<file path="config.mk">
export PLATFORM = sky130hd
export DESIGN_NAME = danger_scheduler_flat
export DESIGN_NICKNAME = d
export VERILOG_FILES = /design/src/rtl/danger_pkg.sv /design/src/rtl/danger_scheduler_if.sv /design/src/rtl/danger_lfsr16.sv /design/src/rtl/danger_scheduler.sv /design/src/flat_wrapper.sv
export SDC_FILE = /design/constraint.sdc
export NUM_CORES = 1
export LEC_CHECK = 0
export ABC_CLOCK_PERIOD_IN_PS = 10100
export CAP_MARGIN = 20
export CORE_ASPECT_RATIO = 0.5
export CORE_MARGIN = 2
export CORE_UTILIZATION = 53
export CTS_BUF_LIST = sky130_fd_sc_hd__clkbuf_2 sky130_fd_sc_hd__clkbuf_4 sky130_fd_sc_hd__clkbuf_8
export CTS_CLUSTER_SIZE = 25
export DETAILED_ROUTE_END_ITERATION = 10
export PLACE_DENSITY_LB_ADDON = 0.25
export SLEW_MARGIN = 40
export SYNTH_ARGS = -nofsm -noshare
export SYNTH_HDL_FRONTEND = slang
export SYNTH_SLANG_ARGS = --single-unit
</file>
<file path="constraint.sdc">
create_clock -name clk -period 10.1 [get_ports clk]
set_input_delay 1.01 -clock clk [delete_from_list [all_inputs] [get_ports clk]]
set_output_delay 1.01 -clock clk [all_outputs]
set_load 0.03 [all_outputs]
</file>
<file path="src/rtl/danger_pkg.sv">
// Shared types for the obstacle scheduler: type codes, game states,
// field widths, FSM states and the random-to-obstacle type map.
package danger_pkg;

    localparam int POS_W   = 10;
    localparam int TYPE_W  = 3;
    localparam int SPEED_W = 4;
    localparam int DIST_W  = 11;

    typedef enum logic [TYPE_W-1:0] {
        T_LOW_BIRD     = 3'd0,
        T_HIGH_BIRD    = 3'd1,
        T_SMALL_CACTUS = 3'd2,
        T_MANY_CACTUS  = 3'd3,
        T_BIG_CACTUS   = 3'd4,
        T_NOTHING      = 3'd5
    } danger_type_e;

    typedef enum logic [1:0] {
        GS_INIT  = 2'd0,
        GS_START = 2'd1,
        GS_END   = 2'd2,
        GS_RESET = 2'd3
    } game_state_e;

    typedef enum logic [1:0] {
        ST_IDLE,
        ST_RUN,
        ST_FREEZE,
        ST_CLEAR
    } sched_state_e;

    // 3 random bits -> obstacle type; birds only when allowed,
    // otherwise the bird codes fold onto cactus types.
    function automatic logic [TYPE_W-1:0] map_type(
        input logic [2:0] r,
        input logic       birds_ok
    );
        logic [TYPE_W-1:0] t;
        unique case (r)
            3'd0:    t = birds_ok ? T_LOW_BIRD : T_SMALL_CACTUS;
            3'd1:    t = birds_ok ? T_HIGH_BIRD : T_BIG_CACTUS;
            3'd5:    t = T_SMALL_CACTUS;
            3'd6:    t = T_MANY_CACTUS;
            3'd7:    t = T_BIG_CACTUS;
            default: t = r;
        endcase
        return t;
    endfunction

endpackage

</file>
<file path="src/rtl/danger_scheduler_if.sv">
// Bus between game FSM / scheduler / renderer.
// master = scheduler (reads game_state, frame_tick; drives slots).
interface danger_scheduler_if;
    import danger_pkg::*;

    logic [1:0]        game_state;
    logic              frame_tick;
    logic [POS_W-1:0]  new_danger_pos1;
    logic [POS_W-1:0]  new_danger_pos2;
    logic [POS_W-1:0]  new_danger_pos3;
    logic [TYPE_W-1:0] danger_type1;
    logic [TYPE_W-1:0] danger_type2;
    logic [TYPE_W-1:0] danger_type3;
    logic              danger_en1;
    logic              danger_en2;
    logic              danger_en3;
    logic [SPEED_W-1:0] cur_speed;

    modport master (
        input  game_state, frame_tick,
        output new_danger_pos1, new_danger_pos2, new_danger_pos3,
        output danger_type1, danger_type2, danger_type3,
        output danger_en1, danger_en2, danger_en3, cur_speed
    );

    modport slave (
        output game_state, frame_tick,
        input  new_danger_pos1, new_danger_pos2, new_danger_pos3,
        input  danger_type1, danger_type2, danger_type3,
        input  danger_en1, danger_en2, danger_en3, cur_speed
    );

endinterface

</file>
<file path="src/rtl/danger_lfsr16.sv">
// 16-bit Galois LFSR (taps 16'hB400). Ports: clk, rst, step, load,
// type_bits = state[2:0], gap_bits = state[13:8].
module danger_lfsr16 #(
    parameter logic [15:0] SEED = 16'hACE1
) (
    input  logic       clk,
    input  logic       rst,
    input  logic       step,
    input  logic       load,
    output logic [2:0] type_bits,
    output logic [5:0] gap_bits
);

    logic [15:0] lfsr_q, lfsr_d;

    always_comb begin
        lfsr_d = lfsr_q;
        if (load) begin
            lfsr_d = SEED;
        end else if (step) begin
            lfsr_d = {1'b0, lfsr_q[15:1]}
                   ^ (lfsr_q[0] ? 16'hB400 : 16'h0000);
        end
    end

    always_ff @(posedge clk or posedge rst) begin
        if (rst) lfsr_q <= SEED;
        else     lfsr_q <= lfsr_d;
    end

    assign type_bits = lfsr_q[2:0];
    assign gap_bits  = lfsr_q[13:8];

endmodule

</file>
<file path="src/rtl/danger_scheduler.sv">
// Obstacle scheduler: spawns, scrolls and retires three slots, ramps speed.
// Ports: clk, rst (async high), bus (master: game_state/frame_tick in,
// slot pos/type/en and cur_speed out). Optional macro DANGER_BIRD_EN.
module danger_scheduler
    import danger_pkg::*;
#(
    parameter int          SPAWN_X           = 700,
    parameter int          MIN_GAP           = 200,
    parameter int          SPEED_INIT        = 4,
    parameter int          SPEED_MAX         = 12,
    parameter int          SPEED_STEP_FRAMES = 512,
    parameter logic [15:0] LFSR_SEED         = 16'hACE1
) (
    input  logic               clk,
    input  logic               rst,
    danger_scheduler_if.master bus
);

    localparam int CNT_W = $clog2(SPEED_STEP_FRAMES + 1);
    localparam logic [2:0][TYPE_W-1:0] TYPE_RST =
        {3{TYPE_W'(T_NOTHING)}};

    sched_state_e            state_q, state_d;
    logic [2:0][POS_W-1:0]   pos_q, pos_d;
    logic [2:0][TYPE_W-1:0]  type_q, type_d;
    logic [2:0]              en_q, en_d;
    logic [SPEED_W-1:0]      speed_q, speed_d;
    logic [DIST_W-1:0]       dist_q, dist_d;
    logic [DIST_W-1:0]       gap_q, gap_d;
    logic [CNT_W-1:0]        cnt_q, cnt_d;
    logic [DIST_W:0]         dist_sum;
    logic                    tick_upd, clear, spawned, birds_ok;
    logic [2:0]              rnd_type;
    logic [5:0]              rnd_gap;

`ifdef DANGER_BIRD_EN
    assign birds_ok = speed_q >= SPEED_W'(SPEED_INIT + 2);
`else
    assign birds_ok = 1'b0;
`endif

    danger_lfsr16 #(.SEED(LFSR_SEED)) u_lfsr (
        .clk       (clk),
        .rst       (rst),
        .step      (tick_upd),
        .load      (clear),
        .type_bits (rnd_type),
        .gap_bits  (rnd_gap)
    );

    always_comb begin
        state_d  = state_q;
        pos_d    = pos_q;
        type_d   = type_q;
        en_d     = en_q;
        speed_d  = speed_q;
        dist_d   = dist_q;
        gap_d    = gap_q;
        cnt_d    = cnt_q;
        dist_sum = '0;
        spawned  = 1'b0;

        unique case (state_q)
            ST_IDLE:   if (bus.game_state == GS_START) state_d = ST_RUN;
            ST_RUN: begin
                if (bus.game_state == GS_END)       state_d = ST_FREEZE;
                else if (bus.game_state == GS_INIT) state_d = ST_IDLE;
            end
            ST_FREEZE: state_d = ST_FREEZE;
            ST_CLEAR:  state_d = ST_IDLE;
            default:   state_d = ST_IDLE;
        endcase
        if (bus.game_state == GS_RESET) state_d = ST_CLEAR;

        // A transition in the tick cycle takes priority over motion.
        tick_upd = bus.frame_tick && state_q == ST_RUN
                && state_d == ST_RUN;
        clear    = state_d == ST_CLEAR;

        if (clear) begin
            pos_d   = '0;
            type_d  = TYPE_RST;
            en_d    = '0;
            speed_d = SPEED_W'(SPEED_INIT);
            dist_d  = '0;
            gap_d   = DIST_W'(MIN_GAP);
            cnt_d   = '0;
        end else if (tick_upd) begin
            for (int i = 0; i < 3; i++) begin
                if (en_q[i]) begin
                    if (pos_q[i] <= POS_W'(speed_q)) begin
                        en_d[i]   = 1'b0;
                        pos_d[i]  = '0;
                        type_d[i] = T_NOTHING;
                    end else begin
                        pos_d[i] = pos_q[i] - POS_W'(speed_q);
                    end
                end
            end

            dist_sum = {1'b0, dist_q} + (DIST_W + 1)'(speed_q);
            dist_d   = dist_sum[DIST_W] ? '1 : dist_sum[DIST_W-1:0];

            // Slots freed by the move above are already eligible.
            if (dist_d >= gap_q) begin
                for (int i = 0; i < 3; i++) begin
                    if (!en_d[i] && !spawned) begin
                        en_d[i]   = 1'b1;
                        pos_d[i]  = POS_W'(SPAWN_X);
                        type_d[i] = map_type(rnd_type, birds_ok);
                        spawned   = 1'b1;
                    end
                end
            end
            if (spawned) begin
                dist_d = '0;
                gap_d  = DIST_W'(MIN_GAP) + DIST_W'({rnd_gap, 1'b0});
            end

            if (cnt_q == CNT_W'(SPEED_STEP_FRAMES - 1)) begin
                cnt_d = '0;
                if (speed_q < SPEED_W'(SPEED_MAX)) speed_d = speed_q + 1'b1;
            end else begin
                cnt_d = cnt_q + 1'b1;
            end
        end
    end

    always_ff @(posedge clk or posedge rst) begin
        if (rst) begin
            state_q <= ST_IDLE;
            pos_q   <= '0;
            type_q  <= TYPE_RST;
            en_q    <= '0;
            speed_q <= SPEED_W'(SPEED_INIT);
            dist_q  <= '0;
            gap_q   <= DIST_W'(MIN_GAP);
            cnt_q   <= '0;
        end else begin
            state_q <= state_d;
            pos_q   <= pos_d;
            type_q  <= type_d;
            en_q    <= en_d;
            speed_q <= speed_d;
            dist_q  <= dist_d;
            gap_q   <= gap_d;
            cnt_q   <= cnt_d;
        end
    end

    assign bus.new_danger_pos1 = pos_q[0];
    assign bus.new_danger_pos2 = pos_q[1];
    assign bus.new_danger_pos3 = pos_q[2];
    assign bus.danger_type1    = type_q[0];
    assign bus.danger_type2    = type_q[1];
    assign bus.danger_type3    = type_q[2];
    assign bus.danger_en1      = en_q[0];
    assign bus.danger_en2      = en_q[1];
    assign bus.danger_en3      = en_q[2];
    assign bus.cur_speed       = speed_q;

endmodule

</file>
<file path="src/flat_wrapper.sv">
// flat-port wrapper written by rule: the top's interface ports become plain ports
module danger_scheduler_flat import danger_pkg::*;
#(
    parameter int          SPAWN_X           = 700,
    parameter int          MIN_GAP           = 200,
    parameter int          SPEED_INIT        = 4,
    parameter int          SPEED_MAX         = 12,
    parameter int          SPEED_STEP_FRAMES = 512,
    parameter logic [15:0] LFSR_SEED         = 16'hACE1
)
  (clk, rst, bus_game_state, bus_frame_tick, bus_new_danger_pos1, bus_new_danger_pos2, bus_new_danger_pos3, bus_danger_type1, bus_danger_type2, bus_danger_type3, bus_danger_en1, bus_danger_en2, bus_danger_en3, bus_cur_speed);
  danger_scheduler_if bus_i ();
  input  logic clk;
  input  logic rst;
  input wire logic [$bits(bus_i.game_state)-1:0] bus_game_state;
  input wire logic [$bits(bus_i.frame_tick)-1:0] bus_frame_tick;
  output wire logic [$bits(bus_i.new_danger_pos1)-1:0] bus_new_danger_pos1;
  output wire logic [$bits(bus_i.new_danger_pos2)-1:0] bus_new_danger_pos2;
  output wire logic [$bits(bus_i.new_danger_pos3)-1:0] bus_new_danger_pos3;
  output wire logic [$bits(bus_i.danger_type1)-1:0] bus_danger_type1;
  output wire logic [$bits(bus_i.danger_type2)-1:0] bus_danger_type2;
  output wire logic [$bits(bus_i.danger_type3)-1:0] bus_danger_type3;
  output wire logic [$bits(bus_i.danger_en1)-1:0] bus_danger_en1;
  output wire logic [$bits(bus_i.danger_en2)-1:0] bus_danger_en2;
  output wire logic [$bits(bus_i.danger_en3)-1:0] bus_danger_en3;
  output wire logic [$bits(bus_i.cur_speed)-1:0] bus_cur_speed;
  assign bus_i.game_state = bus_game_state;
  assign bus_i.frame_tick = bus_frame_tick;
  assign bus_new_danger_pos1 = bus_i.new_danger_pos1;
  assign bus_new_danger_pos2 = bus_i.new_danger_pos2;
  assign bus_new_danger_pos3 = bus_i.new_danger_pos3;
  assign bus_danger_type1 = bus_i.danger_type1;
  assign bus_danger_type2 = bus_i.danger_type2;
  assign bus_danger_type3 = bus_i.danger_type3;
  assign bus_danger_en1 = bus_i.danger_en1;
  assign bus_danger_en2 = bus_i.danger_en2;
  assign bus_danger_en3 = bus_i.danger_en3;
  assign bus_cur_speed = bus_i.cur_speed;
  danger_scheduler #(.SPAWN_X(SPAWN_X), .MIN_GAP(MIN_GAP), .SPEED_INIT(SPEED_INIT), .SPEED_MAX(SPEED_MAX), .SPEED_STEP_FRAMES(SPEED_STEP_FRAMES), .LFSR_SEED(LFSR_SEED)) u_core (.clk(clk), .rst(rst), .bus(bus_i));
endmodule
</file>
==> results by group <==
Timing
  • Clk_skew: 7.51 ps
  • Minimum clock period: 4380 ps
  • RSZ-0062 raised after global routing: false
  • Worst slew pin tran: 725 ps
  • Total negative setup slack: 0 ps
  • Final hold violations: 0
  • Final setup viols: 0
  • F_max: 0.228 GHz
  • Final worst slack: 5720 ps
  • Slew Viols, Final: 0
  • Normalized max-slew margin: 0.509
  • Fin crit share: 0.434

Floorplanning
  • Starting Density: 0.547
  • Die area: 0.0115 mm^2
  • Site row count: 26
  • Boundary pin count: 51
  • Die Width: 149 um
  • Core area: 0.0102 mm^2
  • Die Ht: 76.7 um

Routing
  • Vias/cell: 6.09
  • Vias post-DR: 4889
  • Final WL: 13.9 mm
  • First-pass DRT Iterations: 5
  • DRC Markers: 0
  • ANT nets after route: 0
  • Routed WL per cell: 17.3 um
  • Number of DRC markers in iteration 0: 354

Synthesis
  • Syn Std Cell Area: 0.00561 mm^2
  • Post-synth EDFFs: 0
  • Synth Register Bits: 93
  • Cells after Synth: 617
  • Sequential fraction of the synthesis area: 0.419
  • Ys flop type: dfrtp_1
  • Distinct cells, synth: 68
  • Asr flop ratio synth: 1.00
  • Yosys warning count: 0
  • Syn Nets: 653
  • Average size of a mapped cell: 9.09 um^2

Global routing
  • Largest net degree at the start of global routing: 55
  • Number of global-route vias before repair: 4646
  • Initial antenna violation count: 0
  • Grt ovf: 0
  • Top Usage Layer GRT: met2
  • Routing usage on met1: 0.374
  • Met2 usage: 0.400
  • Total Routing Usage GR: 0.256
  • Grt met3 use: 0.0470
  • First-pass GRT wire length: 23.7 mm

Run
  • MaxCap Viol Count: 0

Worst setup path
  • Crit-path most repeated cell: ha_1
  • Slowest cell on crit path: nor3_2
  • R2R Setup Slk: 5720 ps
  • Worst Path Arrival: 4680 ps
  • R2r endpoint: u_core.gap_q[8]$_DFFE_PP0P_
  • Register-to-Register Path Depth: 14
  • Crit-path max cell delay: 610 ps
  • R2r startpoint: u_core.bus.cur_speed[0]$_DFFE_PP0P_
  • Worst endpoint required time: 10390 ps
  • Crit path launch: u_core.bus.cur_speed[0]$_DFFE_PP0P_
  • Crit Path Category: reg2reg
  • Critical Path, Cell by Cell: ha_1, fa_1, a211oi_1, or3_4, xor2_1, nand2_1, ha_1, and4_1, o21ai_0, a32oi_1, nor4_2, buf_4, nor3_2, mux2i_1
  • Largest fanout on the critical path: 29
  • CP endpoint: u_core.gap_q[8]$_DFFE_PP0P_
  • CP Launch Type: register
  • Worst Setup End Kind: register

Final layout
  • Non-Filler Instances: 803
  • Nets: 694
  • Commonest non-fill, non-tap cell in the layout: nand2_1
  • FF+latch area: 0.00235 mm^2
  • Layout cells sized above 1: 0.0814
  • Leading cell types in the layout, fill and taps excluded: 76 x nand2_1, 75 x dfrtp_1, 50 x clkdlybuf4s50_1
  • Syn-to-layout area delta: 14.9%
  • Filler cells: 865
  • Multi-input combinational cell area: 0.00304 mm^2
  • Diode count: 0

Pwr
  • Net Sw Frac: 0.307
  • Switch Pwr: 0.000247 W
  • Total Power: 0.000803 W
  • Leak Pwr: 2.76 nW
  • Gate power share: 0.178
  • Flop pwr share: 0.500
  • Clock network power share: 0.323
  • Internal: 0.000556 W
  • Power per cell area: 125 mW/mm^2
  • Max VDD drop: 0.0589 mV

Clock network
  • Post-CTS setup buffer count: 0
  • Cts bufs inserted: 9
  • TritonCTS clock tree: yes
  • Clock Pin Slew Worst Setup and Hold Paths: 100 ps
  • Hold_buf cts: 0
  • Worst skew pair latency: 380 ps
  • CTS max path bufs: 2
  • CTS sink cnt: 93
  • Root Driver: clkbuf_8
  • CTS H-tree depth: 3
  • Resized cells post-CTS: 0

Place
  • HPWL Detailed: 9.55 mm
  • Placer Congestion: 0.886
  • I/O Buffers: 50
  • Pre-CTS setup slack: 5860 ps
  • Placed cell count: 787

Status
  • Status: complete, no violations

Hold path
  • Hold crit path type: reg2reg
[sequential cells by signal, summed over array words and instances, names as in the netlist]
signal / flops
u_core.bus.cur_speed: 4
u_core.en_q: 3
u_core.bus.new_danger_pos3: 10
u_core.u_lfsr.lfsr_q: 16
u_core.dist_q: 11
u_core.gap_q: 8
u_core.bus.new_danger_pos2: 10
u_core.state_q: 2
u_core.cnt_q: 10
u_core.bus.danger_type2: 3
u_core.bus.danger_type3: 3
u_core.bus.danger_type1: 3
u_core.bus.new_danger_pos1: 10
[worst min path at each step]
| stage | from | endpoint | slack [ps] | depth (start not counted) |
|---|---|---|---|---|
| floorplan | u_core.state_q[0]$_DFF_PP0_ | u_core.state_q[1]$_DFF_PP0_ | 420 | 1 |
| global placement | u_core.state_q[0]$_DFF_PP0_ | u_core.state_q[1]$_DFF_PP0_ | 440 | 1 |
| detailed placement | u_core.state_q[0]$_DFF_PP0_ | u_core.state_q[1]$_DFF_PP0_ | 450 | 1 |
| CTS | u_core.state_q[0]$_DFF_PP0_ | u_core.state_q[1]$_DFF_PP0_ | 460 | 1 |
| global route | u_core.state_q[0]$_DFF_PP0_ | u_core.state_q[1]$_DFF_PP0_ | 480 | 1 |
| finish | u_core.state_q[0]$_DFF_PP0_ | u_core.state_q[1]$_DFF_PP0_ | 460 | 1 |
[worst max-delay path, delay by kind of cell, from the launching register on]
| family | cells | cell delay [ps] |
|---|---|---|
| fa+ha+maj | 3 | 1050 |
| buf+inv | 1 | 250 |
| mux | 1 | 270 |
| simple gates | 5 | 1260 |
| xor+xnor | 1 | 160 |
| flops | 1 | 520 |
| compound gates | 3 | 780 |
[cell usage after synthesis, drive strengths merged, types with 3 or more instances]
| library cell | count | area, um^2 |
|---|---|---|
| nand2 | 76 | 285 |
| dfrtp | 75 | 1880 |
| o21ai | 45 | 225 |
| nor2 | 40 | 150 |
| inv | 32 | 120 |
| a21oi | 31 | 159 |
| ha | 27 | 338 |
| nand3 | 23 | 115 |
| nor3 | 23 | 120 |
| clkbuf | 20 | 75.1 |
| dfstp | 18 | 473 |
| xnor2 | 16 | 140 |
| a22o | 14 | 123 |
| o211ai | 11 | 82.6 |
| nand4 | 10 | 62.6 |
| nor2b | 9 | 56.3 |
| and3 | 8 | 50.1 |
| xor2 | 8 | 70.1 |
| a21o | 7 | 52.6 |
| buf | 7 | 38.8 |
| o21a | 7 | 52.6 |
| or3 | 7 | 48.8 |
| a211o | 6 | 52.6 |
| nor4 | 6 | 37.5 |
| o22ai | 6 | 37.5 |
| a31oi | 5 | 31.3 |
| mux2i | 5 | 50.1 |
| nand2b | 5 | 31.3 |
| o32a | 5 | 50.1 |
| a211oi | 4 | 30.0 |
| a32o | 4 | 40.0 |
| and4 | 4 | 35.0 |
| fa | 4 | 80.1 |
| nor3b | 4 | 30.0 |
| o31ai | 4 | 35.0 |
| o32ai | 4 | 35.0 |
| a221o | 3 | 30.0 |
| o21bai | 3 | 22.5 |
| or2 | 3 | 18.8 |
[through the flow]
stage	cell area (um^2)	util	hold slack (ps)
global placement	6240	0.609	435
global route	6440	0.628	481
floorplan	5610	-	416
CTS	6440	0.628	459
finish	6440	0.628	458
detailed placement	6240	0.609	446
[logic make-up (layout without fill, tap and decap cells)]
| logic type | count (synthesis) | in the layout | synth area share |
|---|---|---|---|
| adder cells (fa/ha/maj) | 31 | 31 | 0.0745 |
| AND/OR/NAND/NOR | 226 | 226 | 0.198 |
| flip-flops | 93 | 93 | 0.419 |
| multiplexers | 5 | 5 | 0.00893 |
| XOR/XNOR | 24 | 24 | 0.0375 |
| buffers and inverters | 59 | 105 | 0.0417 |
| AO/OA/AOI/OAI | 179 | 179 | 0.220 |
[layout make-up]
cell class / count / area share
Clock buffer: 9 / 0.0192
Clock inverter: 7 / 0.0115
Inverter: 32 / 0.0188
Multi-Input combinational cell: 465 / 0.473
Sequential cell: 93 / 0.365
Tap cell: 140 / 0.0272
Timing Repair Buffer: 57 / 0.0859
[power by group through the flow]
| stage | Combinational, W | Clock [W] | Sequential, W |
|---|---|---|---|
| after floorplan | 0.0000921 | 0 | 0.000413 |
| after global placement | 0.000139 | 0 | 0.000407 |
| after detailed placement | 0.000142 | 0 | 0.000408 |
| after CTS | 0.000142 | 0.000262 | 0.000401 |
| after global routing | 0.000160 | 0.000277 | 0.000403 |
| final | 0.000143 | 0.000259 | 0.000401 |
[per-layer routing]
metal,up-vias,part of all wire
met1,2395,0.48
li1,2346,-
met2,135,0.45
met3,13,0.055
met4,0,0.010
met5,-,0
No activity file was read; power rests on OpenSTA's default activity.
